$ cat src/rtl/imem_loader_pkg.sv
// Shared types and constants for the instruction-memory loader.
package imem_loader_pkg;

  localparam int unsigned STB_W = 32;

  typedef enum logic [2:0] {
    StIdle,
    StArm,
    StWaitStb,
    StWrite,
    StWaitLow,
    StFullSt,
    StRelease
  } state_e;

endpackage

$ cat src/rtl/imem_loader_sync_ff.sv
// Reset-to-zero flop chain for bringing an asynchronous level into the CLK domain.
module sync_ff #(
  parameter int unsigned SYNC_STAGES = 2
) (
  input  logic i_clk,
  input  logic i_rst_n,
  input  logic i_d,
  output logic o_q
);

  logic [SYNC_STAGES-1:0] r_chain;

  always_ff @(posedge i_clk or negedge i_rst_n) begin
    if (!i_rst_n) begin
      r_chain <= '0;
    end else begin
      r_chain <= {r_chain[SYNC_STAGES-2:0], i_d};
    end
  end

  assign o_q = r_chain[SYNC_STAGES-1];

endmodule

$ cat src/rtl/imem_loader.sv
// Loads instruction words from a GPIO strobe handshake into instruction memory while
// holding the core in reset. Define IMEM_LOADER_CHECKSUM_EN to build the XOR checksum.
module imem_loader
  import imem_loader_pkg::*;
#(
  parameter int unsigned ADDR_W      = 6,
  parameter int unsigned SYNC_STAGES = 2
) (
  input  logic              CLK,
  input  logic              RST,
  input  logic              WE,
  input  logic              STB,
  input  logic [STB_W-1:0]  W_Ins,
  output logic              ACK,
  output logic              IM_WE,
  output logic [ADDR_W-1:0] IM_ADDR,
  output logic [STB_W-1:0]  IM_WDATA,
  output logic              CPU_RST,
  output logic [ADDR_W:0]   COUNT,
  output logic              FULL,
  output logic              DONE,
  output logic [STB_W-1:0]  CHKSUM
);

  localparam int unsigned DEPTH = 1 << ADDR_W;
  localparam logic [ADDR_W:0] DepthCnt = (ADDR_W + 1)'(DEPTH);

  logic              w_we_s;
  logic              w_stb_s;
  logic              w_we_rise;
  logic              w_stb_rise;
  logic              w_capture;
  state_e            r_state;
  state_e            w_state_d;
  logic              r_we_prev;
  logic              r_stb_prev;
  logic [ADDR_W:0]   r_count;
  logic [ADDR_W-1:0] r_addr;
  logic [STB_W-1:0]  r_data;
  logic              r_full;

  sync_ff #(.SYNC_STAGES(SYNC_STAGES)) u_sync_we (
    .i_clk   (CLK),
    .i_rst_n (RST),
    .i_d     (WE),
    .o_q     (w_we_s)
  );

  sync_ff #(.SYNC_STAGES(SYNC_STAGES)) u_sync_stb (
    .i_clk   (CLK),
    .i_rst_n (RST),
    .i_d     (STB),
    .o_q     (w_stb_s)
  );

  assign w_we_rise  = w_we_s && !r_we_prev;
  assign w_stb_rise = w_stb_s && !r_stb_prev;
  assign w_capture  = (r_state == StWaitStb) && w_we_s && w_stb_rise;

  always_comb begin
    w_state_d = r_state;
    unique case (r_state)
      StIdle:    if (w_we_rise) w_state_d = StArm;
      StArm:     w_state_d = w_we_s ? StWaitStb : StRelease;
      StWaitStb: begin
        if (!w_we_s)         w_state_d = StRelease;
        else if (w_stb_rise) w_state_d = StWrite;
      end
      // A write already under way always completes before release.
      StWrite:   w_state_d = w_we_s ? StWaitLow : StRelease;
      StWaitLow: begin
        if (!w_we_s)       w_state_d = StRelease;
        else if (!w_stb_s) w_state_d = (r_count == DepthCnt) ? StFullSt : StWaitStb;
      end
      StFullSt:  if (!w_we_s) w_state_d = StRelease;
      StRelease: w_state_d = StIdle;
      default:   w_state_d = StIdle;
    endcase
  end

  always_ff @(posedge CLK or negedge RST) begin
    if (!RST) begin
      r_state    <= StIdle;
      r_we_prev  <= 1'b0;
      r_stb_prev <= 1'b0;
      r_count    <= '0;
      r_addr     <= '0;
      r_data     <= '0;
      r_full     <= 1'b0;
    end else begin
      r_state    <= w_state_d;
      r_we_prev  <= w_we_s;
      r_stb_prev <= w_stb_s;
      if (r_state == StArm) begin
        r_count <= '0;
        r_addr  <= '0;
        r_full  <= 1'b0;
      end
      if (w_capture) begin
        r_data <= W_Ins;
        r_addr <= r_count[ADDR_W-1:0];
      end
      if (r_state == StWrite) r_count <= r_count + (ADDR_W + 1)'(1);
      if ((r_state == StWaitLow) && (w_state_d == StFullSt)) r_full <= 1'b1;
    end
  end

`ifdef IMEM_LOADER_CHECKSUM_EN
  logic [STB_W-1:0] r_chksum;

  always_ff @(posedge CLK or negedge RST) begin
    if (!RST) begin
      r_chksum <= '0;
    end else if (r_state == StArm) begin
      r_chksum <= '0;
    end else if (r_state == StWrite) begin
      r_chksum <= r_chksum ^ r_data;
    end
  end

  assign CHKSUM = r_chksum;
`else
  assign CHKSUM = '0;
`endif

  assign ACK      = (r_state == StWaitLow);
  assign IM_WE    = (r_state == StWrite);
  assign IM_ADDR  = r_addr;
  assign IM_WDATA = r_data;
  assign COUNT    = r_count;
  assign FULL     = r_full;
  assign DONE     = (r_state == StRelease);
  // Core is held whenever a session is active, and also while RST is asserted.
  assign CPU_RST  = !RST || (r_state != StIdle);

endmodule
$ cat config.mk
export PLATFORM = sky130hd
export DESIGN_NAME = imem_loader
export DESIGN_NICKNAME = d
export VERILOG_FILES = /design/src/rtl/imem_loader_pkg.sv /design/src/rtl/imem_loader_sync_ff.sv /design/src/rtl/imem_loader.sv
export SDC_FILE = /design/constraint.sdc
export NUM_CORES = 1
export LEC_CHECK = 0
export BUFFER_PORTS_ARGS = -buffer_cell sky130_fd_sc_hd__buf_2
export CAP_MARGIN = 20
export CORE_ASPECT_RATIO = 0.9
export CORE_MARGIN = 8
export CORE_UTILIZATION = 45
export CTS_BUF_LIST = sky130_fd_sc_hd__clkbuf_4 sky130_fd_sc_hd__clkbuf_8
export CTS_CLUSTER_DIAMETER = 100
export DETAILED_ROUTE_END_ITERATION = 7
export PLACE_DENSITY = 0.78
export SYNTH_ARGS = -nofsm -noshare
export SYNTH_HDL_FRONTEND = slang
export SYNTH_SLANG_ARGS = --single-unit
$ cat constraint.sdc
create_clock -name CLK -period 1.85 [get_ports CLK]
set_clock_uncertainty 0.05 [all_clocks]
set_input_delay 0.37 -clock CLK [delete_from_list [all_inputs] [get_ports CLK]]
set_output_delay 0.37 -clock CLK [all_outputs]
set_load 0.1 [all_outputs]
==> results.py <==
metrics = {
    "global_routing": {
        "grt_pass1_vias": 1817,
        "top_usage_layer": "met2",
        "use_met2": 0.214,
        "grt_pass1_wl_microns": 8670,
        "use_met1": 0.162,
        "grt_overflow": 0,
        "grtUsageTotal": 0.131,
        "antenna_found_initial": 0,
        "grt_start_max_net_pins": 56,
        "gr-usage-met3": 0.0345,
    },
    "critical_path": {
        "r2r_slack_ns": 0.17,
        "worst_ep_arrival_time_ns": 1.39,
        "critPathMaxStageDelay_ns": 0.40,
        "worstPathRequired_ns": 1.43,
        "reg2reg_depth": 5,
        "critical_path_depth": 4,
        "startpoint_type": "flip-flop",
        "worstSetupPathType": "reg2out",
        "cp-end-kind": "primary output",
        "cp_slowest_cell": "dfrtp_1",
        "cp_top_family": "buffers and inverters",
        "critPathMaxFanout": 17,
        "worstPathCellList": "buf_8 -> nand3b_1 -> inv_2 -> buf_12",
        "crit_buf_inv": 3,
    },
    "cts": {
        "cts_tree": "yes",
        "htreeDepth": 2,
        "cts_root_buf": "clkbuf_8",
        "clk_latency_ns": 0.30,
        "clk_pin_slew_ns": 0.09,
        "clkSinkCount": 55,
        "cts_buffer_depth": 2,
        "cts-buffers-inserted": 5,
    },
    "synthesis": {
        "syn_avg_cell_area_sq_um": 12.2,
        "synth_cells": 207,
        "synth_edf_count": 0,
        "ys_warn_count": 0,
        "ys_ff_latch": 55,
        "ys.flop_type": "dfrtp_1",
        "synth_cell_types": 36,
        "ys_seq_area_frac": 0.543,
        "synth_area_sq_um": 2530,
        "ys_async_sr_fraction": 1.00,
    },
    "cells_and_area": {
        "drive_above_1_share": 0.495,
        "synthToLayoutAreaGrowth_pct": 24.4,
        "antennaDiodeCount": 0,
        "final_cell_mix": "buf_2, dfrtp_1, conb_1",
        "layout.nets": 338,
        "final_common_cell": "buf_2",
        "final_core_util": 0.567,
    },
    "floorplanning": {
        "core.rowCount": 26,
        "coreArea_sq_um": 5560,
        "start_util": 0.455,
        "fp.dieH_microns": 87.2,
        "ios": 118,
        "die_w_microns": 95.1,
        "die_area_sq_um": 8290,
    },
    "route": {
        "antenna_left": 0,
        "wl_per_cell_microns": 15.0,
        "drc": 0,
        "vias_per_cell": 4.68,
        "firstDrtPassIters": 5,
        "dr_total_vias": 1737,
        "drtIter0Drc": 24,
        "wl_microns": 5560,
    },
    "sta": {
        "hold_viol": 0,
        "fin_tns_setup_ns": 0,
        "max_clock_freq_ghz": 0.551,
        "tightest_slew_ns": 0.683,
        "period_needed_ns": 1.81,
        "setup_slack_ns": 0.0365,
        "setup_viol": 0,
        "drv_slew": 0,
        "period_share": 0.980,
        "slew_headroom": 0.545,
    },
    "place": {
        "dp_hpwl_microns": 4160,
        "pre_cts_slack_ns": 0.136,
        "place_congestion": 0.778,
        "port_buffers": 85,
    },
    "run": {
        "cap_violations": 0,
    },
    "outcome": {
        "status": "completed",
    },
    "worst_hold_path": {
        "hold_class": "in2reg",
        "whs_path_depth": 1,
    },
}
[final cells by class]
type / instances / area, sq um
Fill cell: 477 / 2410
Sequential cell: 55 / 1380
Multi-Input combinational cell: 133 / 961
Timing Repair Buffer: 97 / 587
Clock buffer: 8 / 104
Tap cell: 70 / 87.6
Inverter: 8 / 30.0
[metrics by stage]
| stage | hold WS [ns] | cell area [sq um] | cells |
|---|---|---|---|
| floorplan | 0.0244 | 2680 | 238 |
| global placement | 0.283 | 2980 | 357 |
| detailed placement | 0.287 | 2980 | 357 |
| CTS | 0.103 | 3100 | 366 |
| global route | 0.105 | 3150 | 371 |
| finish | 0.119 | 3150 | 371 |
[worst paths after layout]
check	startpoint	to
worst max-delay path	r_state[1]	IM_WE
worst min-delay path	WE	u_sync_we.r_chain[0]
worst max register to register	r_state[0]	IM_WDATA[29]
worst min register to register	u_sync_we.r_chain[0]	u_sync_we.r_chain[1]
max in group asynchronous	RST	COUNT[0]
min in group asynchronous	RST	COUNT[6]
[worst register-to-register path: stages, from the launching register on]
cell     delay, ns
dfrtp_1       0.40
buf_4         0.15
nor4b_4       0.27
nand3_2       0.10
buf_4         0.26
mux2_2        0.33
[sequential cells by signal, summed over array words and instances, names as in the netlist, 2 cells and up]
signal	flops
u_sync_we.r_chain	2
IM_ADDR	6
COUNT	7
r_state	3
IM_WDATA	32
u_sync_stb.r_chain	2
[what timing repair did]
action	in CTS	in global routing
endpoints found under the hold margin	0	0
setup endpoints to repair	2	4
gates resized for setup	3	3
pin swaps	0	2
buffers inserted	1	5
hold buffers	0	0
cloned	0	0
[cells in the mapped netlist (2+ instances only)]
cell       n  area [sq um]
o22ai_1    2          12.5
nand2_1   19          71.3
buf_2      3          15.0
o211ai_1   2          15.0
buf_6      2          22.5
nand3b_1   2          15.0
clkbuf_1   3          11.3
nand3_1    4          20.0
nor3_1     3          15.0
or4_1      2          15.0
o21ai_0    4          20.0
nor2b_1    2          12.5
buf_4     34           255
mux2_2    29           327
dfrtp_1   55          1380
mux2i_1    6          60.1
nor2_1     2          7.51
a211oi_1   2          15.0
a21oi_1    4          20.0
ha_1       2          25.0
mux2_4     3          45.0
inv_1      8          30.0
[cell families (layout without fill, tap and decap cells)]
kind of cell,Yosys count,after routing,share of synthesized area
muxes,38,38,0.170
adders and majority gates,2,2,0.00987
DFF,55,55,0.543
AOI/OAI and AO/OA,19,19,0.0494
and+or+nand+nor,42,42,0.0938
other,1,32,0.00148
buffers and inverters,50,113,0.132
[per-layer routing]
| layer | routed length, microns | vias up | share of wire |
|---|---|---|---|
| met1 | 2220 | 816 | 0.40 |
| met2 | 2740 | 89 | 0.49 |
| li1 | - | 826 | - |
| met4 | 72 | 0 | 0.013 |
| met3 | 528 | 6 | 0.095 |
| met5 | 0 | - | 0 |
Power is left out: the tool's default activity adds up to more than one toggle a clock period on the data nets, which glitch-free logic cannot reach.
